[src/rtl/reg_ctrl_pkg.sv]
// Shared op codes, FSM states and the target-register update rule for reg_ctrl_seq.
package reg_ctrl_pkg;

  localparam int unsigned SHADOW_MAXW = 64;

  typedef enum logic [2:0] {
    OP_NOP   = 3'd0,
    OP_LOAD  = 3'd1,
    OP_CLEAR = 3'd2,
    OP_SET   = 3'd3,
    OP_INIT  = 3'd4,
    OP_HOLD  = 3'd5,
    OP_ILL6  = 3'd6,
    OP_ILL7  = 3'd7
  } op_e;

  typedef enum logic [1:0] {
    IDLE,
    ACTIVE,
    SETTLE
  } state_e;

  // Callers pass zero-extended values and truncate the result to their own width.
  function automatic logic [SHADOW_MAXW-1:0] shadow_next(
    input logic [SHADOW_MAXW-1:0] q,
    input logic                   ce,
    input logic                   sclr,
    input logic                   sset,
    input logic                   sinit,
    input logic [SHADOW_MAXW-1:0] d,
    input logic [SHADOW_MAXW-1:0] siv,
    input logic                   prio
  );
    if (sclr && (prio || !sset)) return '0;
    if (sset)  return '1;
    if (sinit) return siv;
    if (ce)    return d;
    return q;
  endfunction

endpackage

[src/rtl/reg_ctrl_cnt.sv]
// Loadable down-counter holding at zero, with terminal-count flag.
module reg_ctrl_cnt #(
  parameter int unsigned C_CNT_WIDTH = 8
) (
  input  logic                   CLK,
  input  logic                   ACLR_N,
  input  logic                   load,
  input  logic                   dec,
  input  logic [C_CNT_WIDTH-1:0] load_val,
  output logic [C_CNT_WIDTH-1:0] cnt,
  output logic                   tc
);

  always_ff @(posedge CLK or negedge ACLR_N) begin
    if (!ACLR_N) begin
      cnt <= '0;
    end else if (load) begin
      cnt <= load_val;
    end else if (dec && (cnt != '0)) begin
      cnt <= cnt - C_CNT_WIDTH'(1);
    end
  end

  assign tc = (cnt == '0);

endmodule

[src/rtl/reg_ctrl_seq.sv]
// Command sequencer driving the sync control pins of a C_REG_FD-style register, with shadow Q.
// Optional ABORT input enabled by defining REG_CTRL_SEQ_ABORT_EN.
module reg_ctrl_seq
  import reg_ctrl_pkg::*;
#(
  parameter int unsigned         C_WIDTH         = 16,
  parameter logic [C_WIDTH-1:0]  C_SINIT_VAL     = '0,
  parameter int unsigned         C_SYNC_PRIORITY = 1,
  parameter int unsigned         C_SYNC_ENABLE   = 0,
  parameter int unsigned         C_CNT_WIDTH     = 8
) (
  input  logic                   CLK,
  input  logic                   ACLR_N,
`ifdef REG_CTRL_SEQ_ABORT_EN
  input  logic                   ABORT,
`endif
  input  logic                   CMD_VALID,
  output logic                   CMD_READY,
  input  logic [2:0]             CMD_OP,
  input  logic [C_WIDTH-1:0]     CMD_DATA,
  input  logic [C_CNT_WIDTH-1:0] CMD_LEN,
  output logic [C_WIDTH-1:0]     D,
  output logic                   CE,
  output logic                   SCLR,
  output logic                   SSET,
  output logic                   SINIT,
  output logic [C_WIDTH-1:0]     SHADOW_Q,
  output logic                   SHADOW_VLD,
  output logic                   BUSY,
  output logic                   DONE,
  output logic                   ERR
);

  localparam logic SYNC_CE = (C_SYNC_ENABLE != 0);
  localparam logic PRIO    = (C_SYNC_PRIORITY != 0);

  state_e               state;
  op_e                  cmd_op;
  logic [C_WIDTH-1:0]   d_q, shadow_q, shadow_nx;
  logic                 ce_q, sclr_q, sset_q, sinit_q, done_q, err_q, vld_q;
  logic                 abort_w, cnt_tc, any_ctrl;
  logic [C_CNT_WIDTH-1:0] cnt;

`ifdef REG_CTRL_SEQ_ABORT_EN
  assign abort_w = ABORT;
`else
  assign abort_w = 1'b0;
`endif

  assign cmd_op = op_e'(CMD_OP);

  reg_ctrl_cnt #(.C_CNT_WIDTH(C_CNT_WIDTH)) u_cnt (
    .CLK      (CLK),
    .ACLR_N   (ACLR_N),
    .load     ((state == IDLE) && CMD_VALID),
    .dec      (state == ACTIVE),
    .load_val (CMD_LEN),
    .cnt      (cnt),
    .tc       (cnt_tc)
  );

  always_ff @(posedge CLK or negedge ACLR_N) begin
    if (!ACLR_N) begin
      state   <= IDLE;
      d_q     <= '0;
      ce_q    <= 1'b0;
      sclr_q  <= 1'b0;
      sset_q  <= 1'b0;
      sinit_q <= 1'b0;
      done_q  <= 1'b0;
      err_q   <= 1'b0;
    end else begin
      done_q <= 1'b0;
      err_q  <= 1'b0;
      unique case (state)
        IDLE: begin
          if (CMD_VALID) begin
            state <= ACTIVE;
            unique case (cmd_op)
              OP_LOAD: begin
                ce_q <= 1'b1;
                d_q  <= CMD_DATA;
              end
              OP_CLEAR: begin
                sclr_q <= 1'b1;
                ce_q   <= SYNC_CE;
              end
              OP_SET: begin
                sset_q <= 1'b1;
                ce_q   <= SYNC_CE;
              end
              OP_INIT: begin
                sinit_q <= 1'b1;
                ce_q    <= SYNC_CE;
              end
              OP_HOLD: ;
              OP_NOP: begin
                state  <= SETTLE;
                done_q <= 1'b1;
              end
              default: begin
                state  <= SETTLE;
                done_q <= 1'b1;
                err_q  <= 1'b1;
              end
            endcase
          end
        end
        // Counter reaches zero on the edge that issues the last burst cycle.
        ACTIVE: begin
          if (abort_w || cnt_tc) begin
            state   <= SETTLE;
            d_q     <= '0;
            ce_q    <= 1'b0;
            sclr_q  <= 1'b0;
            sset_q  <= 1'b0;
            sinit_q <= 1'b0;
            done_q  <= 1'b1;
            err_q   <= abort_w;
          end
        end
        SETTLE:  state <= IDLE;
        default: state <= IDLE;
      endcase
    end
  end

  // With C_SYNC_ENABLE=1 the target ignores sync controls unless CE is also high.
  assign any_ctrl  = ce_q | sclr_q | sset_q | sinit_q;
  assign shadow_nx = C_WIDTH'(shadow_next(
                       SHADOW_MAXW'(shadow_q),
                       ce_q,
                       sclr_q  & (ce_q | ~SYNC_CE),
                       sset_q  & (ce_q | ~SYNC_CE),
                       sinit_q & (ce_q | ~SYNC_CE),
                       SHADOW_MAXW'(d_q),
                       SHADOW_MAXW'(C_SINIT_VAL),
                       PRIO));

  always_ff @(posedge CLK or negedge ACLR_N) begin
    if (!ACLR_N) begin
      shadow_q <= '0;
      vld_q    <= 1'b0;
    end else if (any_ctrl) begin
      shadow_q <= shadow_nx;
      vld_q    <= 1'b1;
    end
  end

  assign CMD_READY  = (state == IDLE) && ACLR_N;
  assign BUSY       = (state != IDLE);
  assign D          = d_q;
  assign CE         = ce_q;
  assign SCLR       = sclr_q;
  assign SSET       = sset_q;
  assign SINIT      = sinit_q;
  assign DONE       = done_q;
  assign ERR        = err_q;
  assign SHADOW_Q   = shadow_q;
  assign SHADOW_VLD = vld_q;

endmodule
[config.mk]
export PLATFORM = sky130hd
export DESIGN_NAME = reg_ctrl_seq
export DESIGN_NICKNAME = d
export VERILOG_FILES = /design/src/rtl/reg_ctrl_pkg.sv /design/src/rtl/reg_ctrl_cnt.sv /design/src/rtl/reg_ctrl_seq.sv
export SDC_FILE = /design/constraint.sdc
export NUM_CORES = 1
export LEC_CHECK = 0
export CORE_ASPECT_RATIO = 1.4
export CORE_MARGIN = 4
export CORE_UTILIZATION = 47
export DETAILED_ROUTE_END_ITERATION = 12
export MAX_ROUTING_LAYER = met4
export PLACE_DENSITY = 0.79
export SLEW_MARGIN = 15
export SYNTH_ARGS = -nofsm -noshare
export SYNTH_HDL_FRONTEND = slang
export SYNTH_SLANG_ARGS = --single-unit
export TNS_END_PERCENT = 10
[constraint.sdc]
create_clock -name CLK -period 2.47 [get_ports CLK]
set_input_delay 0.247 -clock CLK [delete_from_list [all_inputs] [get_ports CLK]]
set_output_delay 0.247 -clock CLK [all_outputs]
set_load 0.005 [all_outputs]
==> out/results.txt <==
The number of resized instances in the post-cts repair step was 0. VDD sags by at most 0.591 mV. The tree built by TritonCTS fans out to 49 sinks. The detail route stage leaves a number of antenna-violating nets equal to 0.

The wire-length estimate of the detail-placed layout is 4.03 mm. The worst-case headroom to the max-slew limit is 0.584. The flow ran to the end, and the final reports show no timing, DRC or antenna violations.

Summed over all failing endpoints, the final setup total negative slack is 0 ns. The die covers 0.00647 mm². The fraction of registers with async set or reset after synthesis was 1.00. The routed design could run at a clock period as short as 2.12 ns.

The largest net degree at the start of global routing was 50; the number of global-route vias before repair was 1943. Setup slack on the worst reg-to-reg path comes out at 0.35 ns. For the internal power of the cells, the log shows 2.52 mW. The initial DRC count was 130. The average cell area after synthesis is 9.84 µm². The die is 93.6 µm tall.

In the synthesized netlist, the number of instances is 250. The cell type contributing the most total cell area after synthesis is sky130_fd_sc_hd__dfrtp_1. The horizontal die dimension was 69.2 µm. For the worst setup path, the data arrival time is 2.34 ns. The routed metal-1 wirelength is 2.31 mm. TritonCTS created 5 clock buffers.

Final weighted congestion in routability-driven placement: 0.964. For the number of max-slew violations in the final report, the log shows 0. Setup repair after global routing left no endpoint under its margin. Counting the fill cells in the layout gives 421. The clock group share of total power is 0.151. For this design the ratio of total power to cell area is 1180 mW/mm².

The top-area cell type share of the netlist area is 0.498. Endpoint kind of the worst setup timing path: a flop. The tools report the cell count after placement as 379. The number of buffers added to fix hold violations after cts is 0, and the number of nets in the layout is 355. The average wire length per cell after detail routing was 14.2 µm. The maximum level of the CTS H-tree is 2.

For the global-route wire length before repair, the log shows 9.25 mm. The slew at the pin with the worst max-slew slack came out at 0.623 ns. Static timing analysis puts the maximum clock frequency at 472 MHz.

For the share of the yosys chip area belonging to registers, the log shows 0.498. The prevailing post-synth register cell is sky130_fd_sc_hd__dfrtp_1. Counting instances in the post-synthesis netlist gives the leading cell types as 57 x sky130_fd_sc_hd__nor2_1, 49 x sky130_fd_sc_hd__dfrtp_1, 32 x sky130_fd_sc_hd__mux2i_1. Counting flops and latches in the post-synthesis netlist gives 49. The first detailed-routing pass ran for 4 iterations. For the post-route DRC violation count, the log shows 0. The routed design has 5.51 mm of wire.

Number of setup buffers added after CTS: 0. The core area is 0.00495 mm². The area growth from synthesis to layout is 35.6%.

The effective utilization at floorplan is 0.497, and the total count of hold-check failures in the final report is 0. The tools report the net switching power figure as 1.41 mW. 0 antenna diodes ended up in the layout. For the final database, setup skew stands at 0.00742 ns.

For the utilization of the core after routing, the log shows 0.673. After clock tree synthesis, the clock-pin slew on the worst setup and hold paths is 0.09 ns. The count of cells in the finished layout, fillers not included, comes to 387.

The tools report the CTS root buffer as sky130_fd_sc_hd__clkbuf_8. The area of the mapped netlist was 0.00246 mm². The type of the setup path with the least slack was flop to flop. The share of final-layout standard cells stronger than drive strength 1 was 0.0774.

The category of the worst setup path launch point was a flop. For the worst setup path, the data required time is 2.69 ns. Of all nets on the critical path, the largest fanout is 13. The detailed router used layers up to and including met4.

For this run the aggregate overflow at the end of global routing stands at 0. The routed design uses 385 µm of met3 wire. The switching share of power came out at 0.358. By area the synthesized netlist is led by sky130_fd_sc_hd__dfrtp_1 50%, sky130_fd_sc_hd__mux2i_1 13%, sky130_fd_sc_hd__nor2_1 8.7%. In this run the worst hold path is classified as input port to async pin. Number of ports placed on the die boundary: 71. The number of max-capacitance violations reported was 0; the number of core rows was 30. The number of enable flip-flop cells after synthesis is 0. The detailed router placed 1982 vias in this run. During synthesis, Yosys emitted a total of 0 warnings. Summed over all cells, the static leakage comes to 1.50 nW.

Number of antenna violations at the first check in global routing: 0. The net count after synthesis is 283. The worst slack on hold paths is 0.0683 ns. Final critical-path share of the clock period: 0.857. The final setup violation count was 0; the post-route cell area was 0.00334 mm².

Most instantiated library cell after synthesis: sky130_fd_sc_hd__nor2_1. The clock latency on the worst-skew pair was 0.30 ns. The all-layer global routing usage came out at 0.183. The number of different library cells used by synthesis comes to 42. The tools report the met2 layer wire length in the routed design as 2.74 mm. The tools report the sequential share of power as 0.366.

The deepest clock path buffer count was 2; the cell area reported after detailed placement was 0.00322 mm². TritonCTS built the clock tree. The portion of total power attributed to combinational logic was 0.483; the per-cell via count in the routed design was 5.12.

The count of input and output buffers is 70.
[critical path, cell delays in order (launching register included)]
cell and delay, ns:
sky130_fd_sc_hd__dfrtp_1 0.38, sky130_fd_sc_hd__inv_1 0.09, sky130_fd_sc_hd__ha_1 0.31, sky130_fd_sc_hd__nand4bb_2 0.23, sky130_fd_sc_hd__nand3b_4 0.26, sky130_fd_sc_hd__a21oi_4 0.25
sky130_fd_sc_hd__buf_4 0.30, sky130_fd_sc_hd__mux2i_1 0.23
[worst paths after layout]
check / from / endpoint / cells past startpoint
hold / removal: ACLR_N / SHADOW_Q[13] / 2
hold reg to reg: SHADOW_VLD / SHADOW_VLD / 2
min in group CLK: SHADOW_VLD / SHADOW_VLD / 2
max in group asynchronous: ACLR_N / u_cnt.cnt[3] / 2
setup / recovery: u_cnt.cnt[0] / D[4] / 7
setup reg to reg: u_cnt.cnt[0] / D[4] / 7
[cells by family after synthesis]
group	Yosys count	synth area share
AND/OR/NAND/NOR	101	0.195
flip-flops	49	0.498
buffers and inverters	36	0.0676
multiplexers	32	0.130
AO/OA/AOI/OAI	28	0.0905
adder cells (fa/ha/maj)	3	0.0153
XOR/XNOR	1	0.00356
[cell type report]
cell class	instances	area [µm²]	area share
Clock inverter	2	37.5	0.0112
Timing Repair Buffer	78	756	0.226
Clock buffer	6	82.6	0.0247
Sequential cell	49	1230	0.367
Tap cell	64	80.1	0.0240
Inverter	23	86.3	0.0259
Multi-Input combinational cell	165	1070	0.320
[power groups by stage]
stage | clock (mW) | sequential [mW] | combinational (mW)
6_report | 0.592 | 1.44 | 1.90
4_1_cts | 0.605 | 1.44 | 1.93
5_1_grt | 0.640 | 1.49 | 2.09
3_5_place_dp | 0 | 1.46 | 1.92
2_1_floorplan | 0 | 1.42 | 1.07
3_3_place_gp | 0 | 1.45 | 1.87
[cell usage in the layout (no fill, tap or decap), types with 3 or more instances in the layout]
cell	instances
sky130_fd_sc_hd__clkdlybuf4s50_1	69
sky130_fd_sc_hd__nor2_1	57
sky130_fd_sc_hd__dfrtp_1	49
sky130_fd_sc_hd__mux2i_1	32
sky130_fd_sc_hd__nand2_1	24
sky130_fd_sc_hd__inv_1	23
sky130_fd_sc_hd__buf_4	8
sky130_fd_sc_hd__clkbuf_8	6
sky130_fd_sc_hd__o21ai_0	4
sky130_fd_sc_hd__o21a_1	4
sky130_fd_sc_hd__o311ai_1	3
sky130_fd_sc_hd__ha_1	3
[metal layers]
metal  global-route usage  up-vias
li1                     -      970
met1                0.215      938
met2                0.314       68
met3               0.0430        6
met4               0.0489        0
met5                    -        -
[metrics by stage]
stage / power (mW) / worst slack, ns
after floorplan: 2.49 / 0.665
after global placement: 3.32 / 0.484
after detailed placement: 3.37 / 0.361
after CTS: 3.97 / 0.329
after global routing: 4.21 / 0.195
final: 3.93 / 0.353
[registers in the layout, summed over array words and instances, names as in the netlist]
name        count
u_cnt.cnt       8
SINIT           1
DONE            1
SHADOW_Q       16
ERR             1
SSET            1
state           2
SCLR            1
CE              1
SHADOW_VLD      1
D              16
No activity file was read; power rests on OpenSTA's default activity.
